## src/rtl/sram_bus_slave_pkg.sv

```systemverilog
// Shared definitions for the 16-bit system bus SRAM responder.
package sram_bus_slave_pkg;

  localparam int unsigned BUS_DATA_WIDTH = 16;
  localparam int unsigned WAIT_CNT_WIDTH = 4;

  // 25 MHz clock (40 ns) with a 55 ns SRAM: three strobe cycles (120 ns)
  // cover the access time plus address setup and pad delays.
  localparam int unsigned DEFAULT_WAIT_STATES = 2;

  typedef enum logic [1:0] {
    IDLE,
    STROBE,
    ACK
  } state_t;

endpackage

```

## src/rtl/sram_bus_slave.sv

```systemverilog
// Single-word bus responder driving a timed access on an asynchronous 16-bit SRAM.
module sram_bus_slave
  import sram_bus_slave_pkg::*;
#(
  parameter int unsigned ADDR_WIDTH  = 16,
  parameter int unsigned WAIT_STATES = DEFAULT_WAIT_STATES
) (
  input  logic                      i_clk,
  input  logic                      i_reset_n,
  input  logic [15:0]               i_addr,
  input  logic [BUS_DATA_WIDTH-1:0] i_dat,
  output logic [BUS_DATA_WIDTH-1:0] o_dat,
  input  logic                      i_cs,
  input  logic                      i_we,
  output logic                      o_ack,
  output logic [ADDR_WIDTH-1:0]     o_sram_addr,
  output logic [BUS_DATA_WIDTH-1:0] o_sram_dat,
  input  logic [BUS_DATA_WIDTH-1:0] i_sram_dat,
  output logic                      o_sram_dat_oe,
  output logic                      o_sram_ce_n,
  output logic                      o_sram_oe_n,
  output logic                      o_sram_we_n
);

  state_t                    state_q, state_d;
  logic [WAIT_CNT_WIDTH-1:0] cnt_q, cnt_d;
  logic                      wr_q, wr_d;

  logic                      ack_d;
  logic [BUS_DATA_WIDTH-1:0] dat_d;
  logic [ADDR_WIDTH-1:0]     sram_addr_d;
  logic [BUS_DATA_WIDTH-1:0] sram_dat_d;
  logic                      sram_dat_oe_d;
  logic                      sram_ce_n_d;
  logic                      sram_oe_n_d;
  logic                      sram_we_n_d;

  always_comb begin
    state_d       = state_q;
    cnt_d         = cnt_q;
    wr_d          = wr_q;
    ack_d         = o_ack;
    dat_d         = o_dat;
    sram_addr_d   = o_sram_addr;
    sram_dat_d    = o_sram_dat;
    sram_dat_oe_d = o_sram_dat_oe;
    sram_ce_n_d   = o_sram_ce_n;
    sram_oe_n_d   = o_sram_oe_n;
    sram_we_n_d   = o_sram_we_n;

    unique case (state_q)
      IDLE: begin
        if (i_cs) begin
          wr_d        = i_we;
          sram_addr_d = i_addr[ADDR_WIDTH-1:0];
          sram_ce_n_d = 1'b0;
          if (i_we) begin
            sram_we_n_d   = 1'b0;
            sram_dat_oe_d = 1'b1;
            sram_dat_d    = i_dat;
          end else begin
            sram_oe_n_d = 1'b0;
          end
          cnt_d   = WAIT_CNT_WIDTH'(WAIT_STATES);
          state_d = STROBE;
        end
      end

      STROBE: begin
        if (cnt_q == '0) begin
          // Writes release we_n one cycle early so data and address are held past its rising edge.
          if (wr_q) begin
            sram_we_n_d = 1'b1;
          end else begin
            dat_d = i_sram_dat;
          end
          ack_d   = 1'b1;
          state_d = ACK;
        end else begin
          cnt_d = cnt_q - 1'b1;
        end
      end

      ACK: begin
        ack_d         = 1'b0;
        sram_ce_n_d   = 1'b1;
        sram_oe_n_d   = 1'b1;
        sram_we_n_d   = 1'b1;
        sram_dat_oe_d = 1'b0;
        state_d       = IDLE;
      end

      default: state_d = IDLE;
    endcase
  end

  always_ff @(posedge i_clk or negedge i_reset_n) begin
    if (!i_reset_n) begin
      state_q       <= IDLE;
      cnt_q         <= '0;
      wr_q          <= 1'b0;
      o_ack         <= 1'b0;
      o_dat         <= '0;
      o_sram_addr   <= '0;
      o_sram_dat    <= '0;
      o_sram_dat_oe <= 1'b0;
      o_sram_ce_n   <= 1'b1;
      o_sram_oe_n   <= 1'b1;
      o_sram_we_n   <= 1'b1;
    end else begin
      state_q       <= state_d;
      cnt_q         <= cnt_d;
      wr_q          <= wr_d;
      o_ack         <= ack_d;
      o_dat         <= dat_d;
      o_sram_addr   <= sram_addr_d;
      o_sram_dat    <= sram_dat_d;
      o_sram_dat_oe <= sram_dat_oe_d;
      o_sram_ce_n   <= sram_ce_n_d;
      o_sram_oe_n   <= sram_oe_n_d;
      o_sram_we_n   <= sram_we_n_d;
    end
  end

endmodule

```

## config.mk

```make
export PLATFORM = sky130hd
export DESIGN_NAME = sram_bus_slave
export DESIGN_NICKNAME = d
export VERILOG_FILES = /design/src/rtl/sram_bus_slave_pkg.sv /design/src/rtl/sram_bus_slave.sv
export SDC_FILE = /design/constraint.sdc
export NUM_CORES = 1
export LEC_CHECK = 0
export CAP_MARGIN = 15
export CORE_MARGIN = 4
export CORE_UTILIZATION = 46
export DETAILED_ROUTE_END_ITERATION = 6
export GPL_TIMING_DRIVEN = 0
export PLACE_DENSITY = 0.86
export SETUP_SLACK_MARGIN = 0.05
export SLEW_MARGIN = 10
export SYNTH_ARGS = -nofsm -noshare
export SYNTH_HDL_FRONTEND = slang
export SYNTH_SLANG_ARGS = --single-unit
export TNS_END_PERCENT = 100
```

## constraint.sdc

```tcl
create_clock -name i_clk -period 3.52 [get_ports i_clk]
set_clock_uncertainty 0.2 [all_clocks]
set_input_delay 0.528 -clock i_clk [delete_from_list [all_inputs] [get_ports i_clk]]
set_output_delay 0.528 -clock i_clk [all_outputs]
set_load 0.05 [all_outputs]
```

# Word-level counts from Yosys, hierarchy flattened
# Index checks and enable logic that the tools add are counted.
# word_totals
out_inout_bits,53
ff_bits,60
inputBits,52
elab_cells,58
# classes
n_eq_ne,8
mux,21
bitwise_logic,1
reduce_logical,16
n_addsub,1
# ops
operator,n
$reduce_and 3->1,5
$ne 2x2->1 const B,6
$mux 1,10
$mux 4,2
$pmux 1 s2,4
$pmux 4 s2,1
$reduce_and 2->1,4
$reduce_bool 2->1,3
$reduce_and 5->1,1
$logic_not 4->1,1
$mux 2,2
$pmux 2 s2,1
$sub 4x1->4 const B,1
$pmux 1 s3,1
$reduce_bool 3->1,1
$eq 2x1->1 const B,1
$eq 2x2->1 const B,1
$logic_not 2->1,1
$not 1->1,1

# Longest topological paths before layout
# depth
word_depth,3
mapped_depth,8

# Worst setup path before layout
# No wires, ideal clock.
# synth_path
path_kind,register to register
start,register cnt_q[0]
end,register o_sram_we_n
period_less_slack_ns,2.194
arrival_time_ns,1.909
setup_slack_ns,1.326
path_stages_with_launch,8
path_buffers,1
required_ns,3.235
path_cell_list,dfrtp_1 > inv_1 > ha_1 > or3b_1 > buf_6 > and2_4 > a2111oi_4 > mux2_1
# synth_via
elab_chain_len,3
# synth_rtl
item,line_no,text
start: declaration,sram_bus_slave.sv:26,"logic [WAIT_CNT_WIDTH-1:0] cnt_q, cnt_d;"
start signal: assignment,sram_bus_slave.sv:112,cnt_q <= cnt_d;
$logic_not 4->1,sram_bus_slave.sv:70,if (cnt_q == '0) begin
$ne 2x2->1 (no line),--,
$reduce_and 5->1 (no line),--,
end signal: assignment,sram_bus_slave.sv:121,o_sram_we_n <= sram_we_n_d;
end: declaration,sram_bus_slave.sv:22,output logic o_sram_we_n
# No other way between the ends.
# A chain may end at the register's enable or synchronous reset.

# Final worst setup path
# layout_path
start,register o_sram_oe_n
end,output port o_sram_oe_n
# layout_rtl
item,line_no,text
start: declaration,sram_bus_slave.sv:21,"output logic o_sram_oe_n,"
start signal: assignment,sram_bus_slave.sv:120,o_sram_oe_n <= sram_oe_n_d;
# No word-level cell between the ends.

==> reports/results.tsv <==
metric	value	unit
dr.first_iter.drc_count	54	
dpl.cell_count	347	
grt_use_total	16.92	%
crit_path_start	o_sram_oe_n	
setup_viol	0	
grt_pass1_wl	8411	um
dieWidth	81.63	um
gp_congestion	0.7630	
htreeDepth	3	
hold_viol_final	0	
path_cells	clkdlybuf4s50_1	
layout_commonest_cell	clkdlybuf4s50_1	
cts_buffer_depth	2	
synth_largest_area_cell	dfrtp_1	
start_util	48.21	%
ys_seq_elements	60	
syn_nets	233	
fin_util	73.97	%
max_freq	0.4137	GHz
hp-class	in2async	
antenna_found_initial	0	
period_share	68.67	%
rsz0062_at_grt	no	
ff2ff_setup_slack	1110	ps
yosys-top-cells-area	dfrtp_1, mux2_2, ha_1, dfstp_2, a22o_1	
drive_gt1_share	25.26	%
reg2reg_to	o_sram_addr[11]	
placeableCoreArea	5172	um2
cp_top_family	buffers and inverters	
wire_per_inst	14.98	um
ys_warn_count	0	
outcome	complete, no violations	
crit_fanout	3	
syn_to_final_growth	53.44	%
post-dp-hpwl	3944	um
cts-buffers-inserted	9	
r2r_start	state_q[0]	
synthCells	174	
drc_errors	0	
period_minus_slack	2417	ps
grt_max_degree	61	
worstSetupStartpointType	register	
arrival	1690	ps
clk_pin_slew	70	ps
grt_overflow	0	
std_cell_rows	26	
synth_top_area_share	57.20	%
max_stage_delay	820	ps
cts_root_buf	clkbuf_8	
vias_per_cell	4.780	
synth.distinct_cells	25	
drt_wl_total	5439	um
slew_headroom	51.20	%
worst-setup-path-type	reg2out	
final_cell_mix	clkdlybuf4s50_1, dfrtp_1, mux2_2	
maxSlewViolCount	0	
diodes	0	
detail-route-antenna-nets	0	
cp-end-kind	output port	
final_nets	347	
portBuffers	103	
cts_resized	0	
post_cts_buffers	0	
cts.sinks	60	
max_slew.worst_pin.slew	732.0	ps
synth_area_per_cell	14.33	um2
fin_setup_tns	0	ps
clock_latency	320	ps
dr.pass1.iters	4	
cts_hold_buf	0	
crit_path_top_delay_cell	clkdlybuf4s50_1	
grt_pass1_vias	1866	
synth_seq_area_share	60.36	%
layoutNonFillerInstCount	363	
n_fill_cell	344	
routed-via-count	1735	
crit_required	2790	ps
ios	105	
crit_buf_inv	1	
chipHeight	81.63	um
die_area	6663	um2
synth_area	2494	um2
tritoncts	yes	
r2r_cells	6	
max_cap_viol_count	0	
worst max path at each step:
| stage | end | slack [ps] | cells past startpoint |
|---|---|---|---|
| after floorplan | o_sram_we_n | 1330 | 7 |
| after global placement | o_dat[10] | -190 | 1 |
| after detailed placement | o_sram_dat[11] | 960 | 4 |
| after CTS | o_sram_oe_n | 1070 | 1 |
| after global routing | o_sram_addr[9] | 980 | 6 |
| final | o_sram_oe_n | 1100 | 1 |
layout make-up:
class	instances	area [um2]	share of cell area, %
flip-flops and latches	60	1505	39.34
repair buffers	103	1028	26.88
multi-input cells	101	915.9	23.94
clock buffers	11	141.4	3.695
well taps	70	87.58	2.289
clock inverters	5	75.07	1.962
plain buffers	7	50.05	1.308
inverters	6	22.52	0.5886
cells in the mapped netlist (all sizes together):
library cell and n:
nor2b 2, nor3b 1, nand2 8, mux2i 1, a22oi 1, mux2 50
ha 7, or3b 1, a21oi 3, inv 6, a22o 4, a31oi 1
a2111oi 1, and2 1, dfstp 3, o21ai 7, nor2 5, nand2b 2
dfrtp 57, nor3 1, clkbuf 3, buf 4, nand3 5
cells by family (layout without fill, tap and decap cells):
kind of cell | count (synthesis) | count (layout) | share of synthesized area (%)
buf+inv | 13 | 132 | 2.910
mux | 51 | 51 | 22.98
fa+ha+maj | 7 | 7 | 3.512
simple gates | 26 | 26 | 5.168
flops | 60 | 60 | 60.36
compound gates | 17 | 17 | 5.068
sequential cells by signal (all words and copies together), names as in the netlist:
name / cells
o_sram_ce_n: 1
o_sram_dat: 16
o_sram_we_n: 1
cnt_q: 4
state_q: 2
o_sram_addr: 16
wr_q: 1
o_sram_oe_n: 1
o_ack: 1
o_dat: 16
o_sram_dat_oe: 1
routing by layer:
layer / vias to the layer above / wire length [um] / global-route usage (%)
met4: 0 / 60 / 7.973
met5: - / 0 / 0
met1: 823 / 2160 / 18.94
met2: 75 / 2576 / 26.79
li1: 831 / - / -
met3: 6 / 642 / 8.662
through the flow:
stage          cell area [um2]  hold WS (ps)  setup slack [ps]
5_1_grt                   3826         115.6             975.6
4_1_cts                   3826         84.13              1075
2_1_floorplan             2494         32.41              1326
3_5_place_dp              3610         286.1             964.5
6_report                  3826         62.06              1103
3_3_place_gp              3612         276.6            -194.6
Power is not shown: default switching activity piles up to over one toggle a cycle in this logic, so the estimate is an artifact.
